`src/rtl/ff_bank_scheduler.sv`:
```
// ff_bank_scheduler: round-robin sharing of one flip-flop bank between two
// requesters. The granted command is driven on ff_in for HOLD_CYCLES edges,
// the bank outputs are snapshotted one cycle later and returned with a done
// pulse to the requester that issued the command.
module ff_bank_scheduler #(
  parameter int HOLD_CYCLES = 1,
  parameter int CNT_W       = 8
) (
  input  logic             clk,
  input  logic             rst_n,
  input  logic             req0,
  input  logic             req1,
  input  logic [1:0]       cmd0,
  input  logic [1:0]       cmd1,
  output logic             gnt0,
  output logic             gnt1,
  output logic             done0,
  output logic             done1,
  output logic [3:0]       rsp_data,
  output logic [1:0]       ff_in,
  input  logic             ff_sr,
  input  logic             ff_jk,
  input  logic             ff_d,
  input  logic             ff_t,
  output logic             busy,
  output logic [CNT_W-1:0] issue_cnt
);

  localparam int              HC_W    = (HOLD_CYCLES > 1) ? $clog2(HOLD_CYCLES) : 1;
  localparam logic [HC_W-1:0] HC_LAST = HC_W'(HOLD_CYCLES - 1);

  if (HOLD_CYCLES < 1) begin : g_hold_chk
    $error("ff_bank_scheduler: HOLD_CYCLES must be >= 1");
  end

  typedef enum logic [1:0] {IDLE, DRIVE, SAMPLE, RESP} state_t;

  // winning requester (0/1) and the command latched on the grant edge
  typedef struct packed {
    logic       sel;
    logic [1:0] cmd;
  } grant_t;

  state_t           state, state_d;
  grant_t           grant_q, grant_d;
  logic             rr_last, rr_last_d;
  logic [HC_W-1:0]  hold_cnt, hold_cnt_d;
  logic [1:0]       ff_in_d;
  logic             gnt0_d, gnt1_d, done0_d, done1_d;
  logic [3:0]       rsp_d;
  logic [CNT_W-1:0] cnt_d;
  logic             pick0;

  // requester 0 wins when alone, or on a tie when requester 1 was served last
  assign pick0 = req0 & (~req1 | rr_last);
  assign busy  = (state != IDLE);

  // next-state and next registered-output logic
  always_comb begin
    state_d    = state;
    grant_d    = grant_q;
    rr_last_d  = rr_last;
    hold_cnt_d = hold_cnt;
    ff_in_d    = 2'b00;
    gnt0_d     = 1'b0;
    gnt1_d     = 1'b0;
    done0_d    = 1'b0;
    done1_d    = 1'b0;
    rsp_d      = rsp_data;
    cnt_d      = issue_cnt;
    unique case (state)
      IDLE: begin
        if (req0 | req1) begin
          gnt0_d      = pick0;
          gnt1_d      = ~pick0;
          grant_d.sel = ~pick0;
          grant_d.cmd = pick0 ? cmd0 : cmd1;
          ff_in_d     = grant_d.cmd;
          hold_cnt_d  = '0;
          state_d     = DRIVE;
        end
      end
      DRIVE: begin
        // ff_in was loaded on the grant edge, so the last hold cycle
        // hands over to SAMPLE with the bank idle
        if (hold_cnt == HC_LAST) begin
          state_d = SAMPLE;
        end else begin
          hold_cnt_d = hold_cnt + HC_W'(1);
          ff_in_d    = grant_q.cmd;
        end
      end
      SAMPLE: begin
        // bank outputs here already reflect every DRIVE edge
        rsp_d     = {ff_sr, ff_jk, ff_d, ff_t};
        done0_d   = ~grant_q.sel;
        done1_d   = grant_q.sel;
        cnt_d     = issue_cnt + CNT_W'(1);
        rr_last_d = grant_q.sel;
        state_d   = RESP;
      end
      RESP: begin
        state_d = IDLE;
      end
      default: begin
        state_d = IDLE;
      end
    endcase
  end

  // state and registered outputs; reset drops any command in flight
  always_ff @(posedge clk) begin
    if (!rst_n) begin
      state     <= IDLE;
      grant_q   <= '0;
      rr_last   <= 1'b1;
      hold_cnt  <= '0;
      ff_in     <= 2'b00;
      gnt0      <= 1'b0;
      gnt1      <= 1'b0;
      done0     <= 1'b0;
      done1     <= 1'b0;
      rsp_data  <= '0;
      issue_cnt <= '0;
    end else begin
      state     <= state_d;
      grant_q   <= grant_d;
      rr_last   <= rr_last_d;
      hold_cnt  <= hold_cnt_d;
      ff_in     <= ff_in_d;
      gnt0      <= gnt0_d;
      gnt1      <= gnt1_d;
      done0     <= done0_d;
      done1     <= done1_d;
      rsp_data  <= rsp_d;
      issue_cnt <= cnt_d;
    end
  end

endmodule

```
`config.mk`:
```
export PLATFORM = sky130hd
export DESIGN_NAME = ff_bank_scheduler
export DESIGN_NICKNAME = d
export VERILOG_FILES = /design/src/rtl/ff_bank_scheduler.sv
export SDC_FILE = /design/constraint.sdc
export NUM_CORES = 1
export LEC_CHECK = 0
export ABC_AREA = 1
export ABC_CLOCK_PERIOD_IN_PS = 2000
export BUFFER_PORTS_ARGS = -buffer_cell sky130_fd_sc_hd__buf_4
export CORE_MARGIN = 5
export CORE_UTILIZATION = 50
export DETAILED_ROUTE_END_ITERATION = 8
export PLACE_DENSITY = 0.8
export SETUP_SLACK_MARGIN = 0.15
export SYNTH_ARGS = -nofsm -noshare
export SYNTH_HDL_FRONTEND = slang
export SYNTH_SLANG_ARGS = --single-unit
```
`constraint.sdc`:
```
create_clock -name clk -period 2 [get_ports clk]
set_input_delay 0.2 -clock clk [delete_from_list [all_inputs] [get_ports clk]]
set_output_delay 0.2 -clock clk [all_outputs]
set_load 0.03 [all_outputs]
```
==> summary.md <==
| Metric | Value |
|---|---|
| Status | `completed` |
| CTS clk-pin slew, worst paths | `~0.12 ns` |
| Number of port buffers | `30` |
| Synthesized net count | `between 100 and 150` |
| Synth warn | `0` |
| Final nets | `around 150` |
| Actual slew at the worst max-slew pin | `slightly above 0.4 ns` |
| Total negative setup slack | `0 ns` |
| Area share of the largest cell type after synthesis | `0.512` |
| Routability Congestion | `between 0.8 and 0.9` |
| Drt via density | `4.98` |
| Initial antenna violation count | `0` |
| RSZ-0062 raised after global routing | `false` |
| Setup ws final | `between 0.6 and 0.7 ns` |
| First-pass GRT wire length | `roughly 3000 um` |
| Setup crit start kind | `register` |
| R2r worst-path depth | `4` |
| Routed wire length | `approximately 1800 um` |
| Filler instances | `148` |
| Yosys reg bits | `22` |
| Setup bufs post-CTS | `0` |
| Post-layout min period | `1.38 ns` |
| Chip height | `roughly 50 um` |
| Die width | `just over 50 um` |
| Peak VDD IR | `666 uV` |
| Setup slack at placement | `~0.65 ns` |
| # setup viols final | `0` |
| Worst hold stages | `2` |
| Reg-to-Reg Start | `state[0]$_SDFFE_PN0P_` |
| Yosys top cell by area | `dfxtp_1` |
| Vias | `between 700 and 800` |
| Core ar. | `approximately 1700 um2` |
| Pin count of the biggest net entering global routing | `14` |
| Initial drt markers | `10` |
| Max Cap Violations | `0` |
| Die Area | `2650 um2` |
| Final period util | `0.690` |
| Layout cells sized above 1 | `0.285` |
| CTS max path bufs | `2` |
| Ranking of synthesized cells by area | `dfxtp_1 51%, nand2_1 8.3%, nor2_1 6.5%, inv_1 6.1%, ha_1 5.8%` |
| Worst EP arrival | `around 1.2 ns` |
| Share of the yosys chip area belonging to registers | `0.512` |
| Final instance area | `about 1200 um2` |
| Remaining Overflow, GRT | `0` |
| N_diodes | `0` |
| Max frequency | `approximately 720 MHz` |
| Antenna-violating nets left | `0` |
| DRT Pass-1 Iters | `4` |
| Root Buffer | `clkbuf_4` |
| CTS Buf Count | `3` |
| Mapped cell area | `about 860 um2` |
| Ports | `31` |
| Hold Crit Start | `ff_sr` |
| Tot GR Track Use | `0.150` |
| DP HPWL | `between 1000 and 1500 um` |
| Initial Utilization | `0.510` |
| Flop2flop setup slack | `approximately 0.64 ns` |
| CTS resizes | `0` |
| H-tree depth | `1` |
| Clock sinks | `22` |
| Number of global-route vias before repair | `roughly 760` |
| Worst min-delay path category | `in -> reg` |
| CP Class | `reg -> out` |
| Reg-to-Reg End | `rr_last$_SDFFE_PN1N_` |
| Final Skew | `roughly 0.0029 ns` |
| Pwr Density | `1130 nW/um2` |
| Final hold vios | `0` |
| Syn_area_per_cell | `just over 8 um2` |
| Max_slew headroom | `0.728` |
| LEAKAGE | `0.574 nW` |
| Drt drc | `0` |
| Final Max Slew Viols | `0` |
| Crit-path max FO | `3` |
| Clk Latency, worst-skew pair | `approximately 0.3 ns` |
| P&R area growth vs syn | `34.2%` |
| Count of cell types in the netlist | `17` |
| Placed instance area | `1100 um2` |
| CTS tree | `done` |
| Crit end category | `output port` |
| Routed wire length per instance | `about 11 um` |
| Syn Inst Count | `about 100` |
| CP Data Required Time | `about 1.8 ns` |
| Hold_buf cts | `0` |
| Hold endpoint | `rsp_data[3]$_SDFFE_PN0N_` |
| Std cell rows | `15` |
==> cell type report <==
class,instances,area [um2],share of cell area
Clock buffer,3,22.5,0.0195
Multi-Input combinational cell,67,363,0.314
Tap cell,17,21.3,0.0184
Sequential cell,22,440,0.381
Timing Repair Buffer,30,225,0.195
Inverter,14,52.6,0.0455
Clock inverter,1,30.0,0.0260
==> synthesized netlist by cell type (all sizes together) <==
cell type / number
dfxtp: 22
nor2: 17
o22ai: 1
nand3: 5
nand4: 1
ha: 4
o21ai: 4
buf: 1
a22o: 5
a21oi: 9
nand2: 20
nor3: 1
inv: 14
==> report_power, final <==
group / internal, mW / switching [mW]
registers: 0.510 / 0.0400
logic: 0.155 / 0.267
clock network: 0.202 / 0.128
==> critical path, stage by stage (launching register included) <==
cell     delay [ns]
dfxtp_1        0.38
inv_1          0.08
ha_1           0.20
inv_1          0.07
buf_4          0.16
==> cells by family after synthesis <==
group / after synthesis / synth area share
AND/OR/NAND/NOR: 44 / 0.230
flip-flops: 22 / 0.512
AO/OA/AOI/OAI: 19 / 0.134
buffers and inverters: 15 / 0.0669
adder cells (fa/ha/maj): 4 / 0.0581
==> per-stage QoR <==
| stage | utilization | std cells | power [mW] | hold slack (ns) |
|---|---|---|---|---|
| global placement | 0.653 | 150 | 0.972 | 0.423 |
| floorplan | - | 104 | 0.836 | 0.339 |
| CTS | 0.684 | 154 | 1.31 | 0.107 |
| detailed placement | 0.653 | 150 | 0.983 | 0.426 |
| finish | 0.684 | 154 | 1.30 | 0.117 |
| global route | 0.684 | 154 | 1.38 | 0.0973 |
==> layout by cell type (no fill, tap or decap) <==
cell       Yosys  layout
a21oi_1        9       9
a22o_1         5       5
buf_4          0      30
bufinv_16      0       1
clkbuf_4       0       3
dfxtp_1       22      22
ha_1           4       4
inv_1         14      14
nand2_1       19      19
nand2_2        1       1
nand3_1        3       3
nand3_2        2       2
nand4_1        1       1
nor2_1        15      15
nor2_2         1       1
nor2_4         1       1
nor3_1         1       1
o21ai_0        4       4
o22ai_1        1       1
==> routing by layer <==
metal | GRT usage | part of all wire | vias to the layer above
li1 | - | - | 399
met1 | 0.166 | 0.43 | 344
met2 | 0.271 | 0.49 | 22
met3 | 0.0344 | 0.068 | 2
met4 | 0.0655 | 0.0097 | 0
met5 | 0 | 0 | -
==> registers in the layout, summed over array words and instances (netlist names) <==
register / cells
done0: 1
done1: 1
ff_in: 2
gnt0: 1
gnt1: 1
grant_q: 1
issue_cnt: 8
rr_last: 1
rsp_data: 4
state: 2
==> worst max-delay path by stage <==
stage | startpoint | to | slack, ns | depth (start not counted)
after floorplan | issue_cnt[0]$_SDFFE_PN0N_ | issue_cnt[6]$_SDFFE_PN0N_ | 0.70 | 6
after global placement | state[0]$_SDFFE_PN0P_ | rsp_data[2]$_SDFFE_PN0N_ | 0.72 | 4
after detailed placement | state[0]$_SDFFE_PN0P_ | rr_last$_SDFFE_PN1N_ | 0.65 | 4
after CTS | state[1]$_SDFFE_PN0P_ | busy | 0.61 | 4
after global routing | state[0]$_SDFFE_PN0P_ | rr_last$_SDFFE_PN1N_ | 0.49 | 4
final | state[1]$_SDFFE_PN0P_ | busy | 0.62 | 4
Power figures use the tool's default switching activity.
